$ cat config.mk
export PLATFORM = sky130hd
export DESIGN_NAME = serial_collector_flat
export DESIGN_NICKNAME = d
export VERILOG_FILES = /design/src/rtl/serial_collector_pkg.sv /design/src/rtl/serial_collector_if.sv /design/src/rtl/serial_collector.sv /design/src/flat_wrapper.sv
export SDC_FILE = /design/constraint.sdc
export NUM_CORES = 1
export LEC_CHECK = 0
export BUFFER_PORTS_ARGS = -buffer_cell sky130_fd_sc_hd__buf_2
export CAP_MARGIN = 20
export CORE_MARGIN = 2
export CORE_UTILIZATION = 46
export DETAILED_ROUTE_END_ITERATION = 7
export PLACE_DENSITY = 0.69
export SYNTH_ARGS = -nofsm -noshare
export SYNTH_HDL_FRONTEND = slang
export SYNTH_SLANG_ARGS = --single-unit
export TNS_END_PERCENT = 20
$ cat constraint.sdc
create_clock -name fast_clk -period 1.95 [get_ports fast_clk]
set_input_delay 0.0975 -clock fast_clk [delete_from_list [all_inputs] [get_ports fast_clk]]
set_output_delay 0.0975 -clock fast_clk [all_outputs]
set_load 0.005 [all_outputs]
$ cat src/rtl/serial_collector_pkg.sv
// Shared types and constants for the serial-to-parallel word collector.
package serial_collector_pkg;

    localparam int DEFAULT_OUTPUT_WIDTH = 16;

    typedef enum logic [1:0] {
        ST_IDLE  = 2'd0,
        ST_SHIFT = 2'd1,
        ST_HOLD  = 2'd2
    } state_t;

    function automatic int cnt_width(input int word_w);
        return $clog2(word_w) + 1;
    endfunction

endpackage

$ cat src/rtl/serial_collector_if.sv
// Serial input / parallel output bundle between a bit source, the collector and its sink.
interface serial_collector_if
    import serial_collector_pkg::*;
#(
    parameter int OUTPUT_WIDTH = DEFAULT_OUTPUT_WIDTH
);
    logic                    serial_in;
    logic                    serial_valid;
    logic                    data_ready;
    logic [OUTPUT_WIDTH-1:0] data_out;
    logic                    data_valid;
    logic                    busy;
    logic                    frame_error;
    logic                    overrun;

    modport master (
        output serial_in, serial_valid, data_ready,
        input  data_out, data_valid, busy, frame_error, overrun
    );

    modport slave (
        input  serial_in, serial_valid, data_ready,
        output data_out, data_valid, busy, frame_error, overrun
    );
endinterface

$ cat src/rtl/serial_collector.sv
// Assembles LSB-first serial bits into OUTPUT_WIDTH-bit words and holds each word
// until the downstream handshake; flags short words and bits lost while holding.
module serial_collector
    import serial_collector_pkg::*;
#(
    parameter int OUTPUT_WIDTH = DEFAULT_OUTPUT_WIDTH
) (
    input  logic               fast_clk,
    input  logic               reset,
    serial_collector_if.slave  bus
);
    localparam int                CNT_W    = cnt_width(OUTPUT_WIDTH);
    localparam logic [CNT_W-1:0]  LAST_IDX = CNT_W'(OUTPUT_WIDTH - 1);

    state_t                  state_q, state_d;
    logic [CNT_W-1:0]        cnt_q, cnt_d;
    logic [OUTPUT_WIDTH-1:0] shreg_q, shreg_d;
    logic [OUTPUT_WIDTH-1:0] data_q, data_d;
    logic                    frame_error_q, frame_error_d;
    logic                    overrun_q, overrun_d;

    logic [OUTPUT_WIDTH-1:0] bit_word;
    logic [OUTPUT_WIDTH-1:0] merged;

    always_comb begin
        bit_word = {{(OUTPUT_WIDTH-1){1'b0}}, bus.serial_in};
        merged   = shreg_q | (bit_word << cnt_q);

        state_d       = state_q;
        cnt_d         = cnt_q;
        shreg_d       = shreg_q;
        data_d        = data_q;
        frame_error_d = 1'b0;
        overrun_d     = 1'b0;

        case (state_q)
            ST_IDLE: begin
                if (bus.serial_valid) begin
                    shreg_d = bit_word;
                    cnt_d   = CNT_W'(1);
                    state_d = ST_SHIFT;
                end
            end
            ST_SHIFT: begin
                if (bus.serial_valid) begin
                    shreg_d = merged;
                    if (cnt_q == LAST_IDX) begin
                        data_d  = merged;
                        cnt_d   = '0;
                        state_d = ST_HOLD;
                    end else begin
                        cnt_d = cnt_q + CNT_W'(1);
                    end
                end else begin
                    // Stream stalled mid-word: the partial word is thrown away.
                    frame_error_d = 1'b1;
                    shreg_d       = '0;
                    cnt_d         = '0;
                    state_d       = ST_IDLE;
                end
            end
            ST_HOLD: begin
                if (bus.data_ready) begin
                    if (bus.serial_valid) begin
                        shreg_d = bit_word;
                        cnt_d   = CNT_W'(1);
                        state_d = ST_SHIFT;
                    end else begin
                        state_d = ST_IDLE;
                    end
                end else if (bus.serial_valid) begin
                    overrun_d = 1'b1;
                end
            end
            default: begin
                state_d = ST_IDLE;
                cnt_d   = '0;
                shreg_d = '0;
            end
        endcase
    end

    always_ff @(posedge fast_clk or posedge reset) begin
        if (reset) begin
            state_q       <= ST_IDLE;
            cnt_q         <= '0;
            shreg_q       <= '0;
            data_q        <= '0;
            frame_error_q <= 1'b0;
            overrun_q     <= 1'b0;
        end else begin
            state_q       <= state_d;
            cnt_q         <= cnt_d;
            shreg_q       <= shreg_d;
            data_q        <= data_d;
            frame_error_q <= frame_error_d;
            overrun_q     <= overrun_d;
        end
    end

    assign bus.data_out    = data_q;
    assign bus.data_valid  = (state_q == ST_HOLD);
    assign bus.busy        = (state_q == ST_SHIFT);
    assign bus.frame_error = frame_error_q;
    assign bus.overrun     = overrun_q;

endmodule

$ cat src/flat_wrapper.sv
// flat-port wrapper written by rule: the top's interface ports become plain ports
module serial_collector_flat import serial_collector_pkg::*;
#(
    parameter int OUTPUT_WIDTH = DEFAULT_OUTPUT_WIDTH
)
  (fast_clk, reset, bus_serial_in, bus_serial_valid, bus_data_ready, bus_data_out, bus_data_valid, bus_busy, bus_frame_error, bus_overrun);
  serial_collector_if #(.OUTPUT_WIDTH(OUTPUT_WIDTH)) bus_i ();
  input  logic fast_clk;
  input  logic reset;
  input wire logic [$bits(bus_i.serial_in)-1:0] bus_serial_in;
  input wire logic [$bits(bus_i.serial_valid)-1:0] bus_serial_valid;
  input wire logic [$bits(bus_i.data_ready)-1:0] bus_data_ready;
  output wire logic [$bits(bus_i.data_out)-1:0] bus_data_out;
  output wire logic [$bits(bus_i.data_valid)-1:0] bus_data_valid;
  output wire logic [$bits(bus_i.busy)-1:0] bus_busy;
  output wire logic [$bits(bus_i.frame_error)-1:0] bus_frame_error;
  output wire logic [$bits(bus_i.overrun)-1:0] bus_overrun;
  assign bus_i.serial_in = bus_serial_in;
  assign bus_i.serial_valid = bus_serial_valid;
  assign bus_i.data_ready = bus_data_ready;
  assign bus_data_out = bus_i.data_out;
  assign bus_data_valid = bus_i.data_valid;
  assign bus_busy = bus_i.busy;
  assign bus_frame_error = bus_i.frame_error;
  assign bus_overrun = bus_i.overrun;
  serial_collector #(.OUTPUT_WIDTH(OUTPUT_WIDTH)) u_core (.fast_clk(fast_clk), .reset(reset), .bus(bus_i));
endmodule
==> impl_metrics.json <==
{
  "num_rows": 22,
  "viasPerCell": 5.713,
  "drive_gt1_frac": 0.2266,
  "ant_nets": 0,
  "cts_sinks": 41,
  "vias": 1434,
  "seq_area_frac_synth": 0.5613,
  "grt_overflow": 0,
  "required_ps": 2130,
  "yosysUniqueCellTypes": 34,
  "pin_count": 25,
  "drc": 0,
  "worstHoldEndpoint": "u_core.bus.frame_error",
  "fp.dieH_um": 67.04,
  "yosys_warnings": 0,
  "power_mw": 1.726,
  "min_path_cells": 2,
  "grt_max_degree": 42,
  "syn_area_um2": 1828,
  "fp.dieW_um": 67.04,
  "drt-initial-drc-count": 46,
  "timing_hold_violations_final": 0,
  "nNetsFinal": 208,
  "arrival_ps": 1850,
  "antenna_found_initial": 0,
  "synth.net_count": 178,
  "clk_pin_slew_ps": 80,
  "cts.path.max_buffers": 2,
  "min_from": "bus_serial_valid",
  "power_density_nw_per_um2": 807.0,
  "drt-wirelength-per-cell_um": 15.15,
  "use_met2": 0.3131,
  "port_buffers": 24,
  "endpoint_kind": "flop",
  "startpoint_type": "flop",
  "min_period_over_period": 0.8541,
  "cts_tree": "done",
  "routabilityCongestion": 0.7761,
  "rr_endpoint": "u_core.shreg_q[15]",
  "peakVddDrop_v": 0.0004591,
  "core_um2": 3744,
  "netlist_instances": 172,
  "fin_tns_setup_ps": 0,
  "crit_path_max_fanout": 16,
  "reg2reg_from": "u_core.state_q[1]",
  "status": "finished, final reports clean",
  "drt_wl_total_um": 3802,
  "finalSetupViolCount": 0,
  "post_cts_buffers": 0,
  "clock_latency_ps": 290,
  "leakage_nw": 1.048,
  "initial_core_util": 0.4883,
  "r2r_cells": 4,
  "dieArea_um2": 4494,
  "rsz0062_at_grt": "no",
  "r2r_slack_ps": 280,
  "n_antenna_cell": 0,
  "grt_util_met1": 0.2437,
  "drv_cap": 0,
  "worst_hold_path_type": "input pin to flop",
  "top_usage_layer": "met2",
  "syn2layout_area_growth_pct": 16.97,
  "max-slew-margin-rel": 0.6106,
  "ys_seq_elements": 41,
  "max_freq_mhz": 600.5,
  "post-route-min-period_ps": 1665,
  "met3_usage": 0.04561,
  "postSynthAreaPerCell_um2": 10.63,
  "dpl.hpwl_um": 2665,
  "worst_slew_pin_slew_ps": 584.1,
  "critical_path_class": "flop to flop",
  "cts_max_level": 2,
  "grt_pass1_vias": 1457,
  "finClkSkew_ps": 4.759,
  "drv_slew": 0,
  "nFillCells": 351,
  "grt_first_pass_wirelength_um": 6492,
  "cts_buffers": 5,
  "dr.pass1.iters": 4,
  "clockRootBuffer": "clkbuf_8",
  "grt_usage": 0.1960
}
worst max-delay path, cell delays in order (launching register included):
cell     delay [ps]
dfrtp_1         510
nor2b_4          70
and2_4          200
or2_1           450
a22o_1          320
per-stage QoR:
| step | worst slack (ps) | cells | utilization | cell area (um^2) | hold slack [ps] |
|---|---|---|---|---|---|
| floorplan | 304.4 | 172 | - | 1828 | 225.9 |
| global placement | 395.0 | 242 | 0.5374 | 2012 | 240.3 |
| detailed placement | 322.1 | 242 | 0.5374 | 2012 | 254.5 |
| CTS | 305.3 | 251 | 0.5712 | 2138 | 75.97 |
| global route | 185.2 | 251 | 0.5712 | 2138 | 101.6 |
| finish | 284.6 | 251 | 0.5712 | 2138 | 90.97 |
cell type report:
class,count,area [um^2],share of cell area
clock buffers,7,86.33,0.04037
clock inverters,1,30.03,0.01404
inverters,4,15.01,0.007022
multi-input cells,115,715.7,0.3347
flip-flops and latches,41,1026,0.4798
well taps,48,60.06,0.02809
repair buffers,35,205.2,0.09596
what timing repair did:
item / CTS / global route
resized for setup: 0 / 0
hold buffers: 1 / 0
endpoints found under the hold margin: 41 / 0
cell usage in the layout (no fill, tap or decap), types with 3 or more instances in the layout:
master	instances
nand2_1	7
buf_4	10
dfrtp_1	41
nand2b_1	3
clkbuf_8	6
o2bb2ai_1	8
nor3b_1	3
buf_2	24
a32o_1	4
inv_1	4
nor2_1	21
nor2b_1	5
nor3_1	4
a22o_1	4
a31oi_1	4
o21ai_0	5
a21oi_1	27
o21a_1	3
how the worst max path moves through the flow:
stage	startpoint	endpoint	depth (start not counted)
global placement	u_core.state_q[1]	u_core.shreg_q[15]	4
global route	u_core.state_q[1]	u_core.bus.data_out[11]	5
floorplan	u_core.state_q[0]	u_core.shreg_q[13]	8
finish	u_core.state_q[1]	u_core.shreg_q[15]	4
CTS	u_core.state_q[1]	u_core.shreg_q[15]	4
detailed placement	u_core.state_q[1]	u_core.shreg_q[15]	4
power by group:
group | switching [mW] | internal, mW | total [mW]
clock | 0.286 | 0.417 | 0.704
combinational | 0.0992 | 0.0518 | 0.151
sequential | 0.00852 | 0.862 | 0.871
metal layers:
metal,part of all wire,routed length (um)
met5,0,0
met4,0.026,98
met3,0.056,213
met2,0.48,1809
met1,0.44,1680
cell families (layout without fill, tap and decap cells):
group                      count (synthesis)  count (layout)  synth area share
AOI/OAI and AO/OA                         59              59            0.2101
and+or+nand+nor                           54              54            0.1636
DFF                                       41              41            0.5613
buffers and inverters                     16              47           0.05201
adders and majority gates                  1               1          0.006844
muxes                                      1               1          0.006160
registers in the layout (all words and copies together), names as in the netlist:
signal                  count
u_core.bus.data_out        16
u_core.shreg_q             16
u_core.cnt_q                5
u_core.state_q              2
u_core.bus.frame_error      1
u_core.bus.overrun          1
cell usage after synthesis:
| cell type | instances | area [um^2] |
|---|---|---|
| a21o_1 | 1 | 7.510 |
| a21oi_1 | 27 | 135.1 |
| a22o_1 | 4 | 35.03 |
| a31oi_1 | 4 | 25.02 |
| a32o_1 | 4 | 40.04 |
| and2_1 | 2 | 12.51 |
| and2_4 | 1 | 8.760 |
| and3_1 | 1 | 6.260 |
| and4b_1 | 1 | 10.01 |
| buf_2 | 3 | 15.01 |
| buf_6 | 4 | 45.04 |
| clkbuf_1 | 4 | 15.01 |
| clkbuf_2 | 1 | 5.000 |
| dfrtp_1 | 41 | 1026 |
| ha_1 | 1 | 12.51 |
| inv_1 | 4 | 15.01 |
| mux2_2 | 1 | 11.26 |
| nand2_1 | 7 | 26.28 |
| nand2b_1 | 3 | 18.77 |
| nand3_1 | 1 | 5.000 |
| nand3b_4 | 1 | 20.02 |
| nor2_1 | 21 | 78.83 |
| nor2b_1 | 5 | 31.28 |
| nor2b_4 | 1 | 13.76 |
| nor3_1 | 4 | 20.02 |
| nor3b_1 | 3 | 22.52 |
| nor4_1 | 1 | 6.260 |
| nor4_2 | 1 | 12.51 |
| o21a_1 | 3 | 22.52 |
| o21ai_0 | 5 | 25.02 |
| o221ai_1 | 1 | 8.760 |
| o2bb2ai_1 | 8 | 70.07 |
| o31ai_1 | 2 | 15.01 |
| or2_1 | 1 | 6.260 |
No activity file was read; power rests on OpenSTA's default activity.
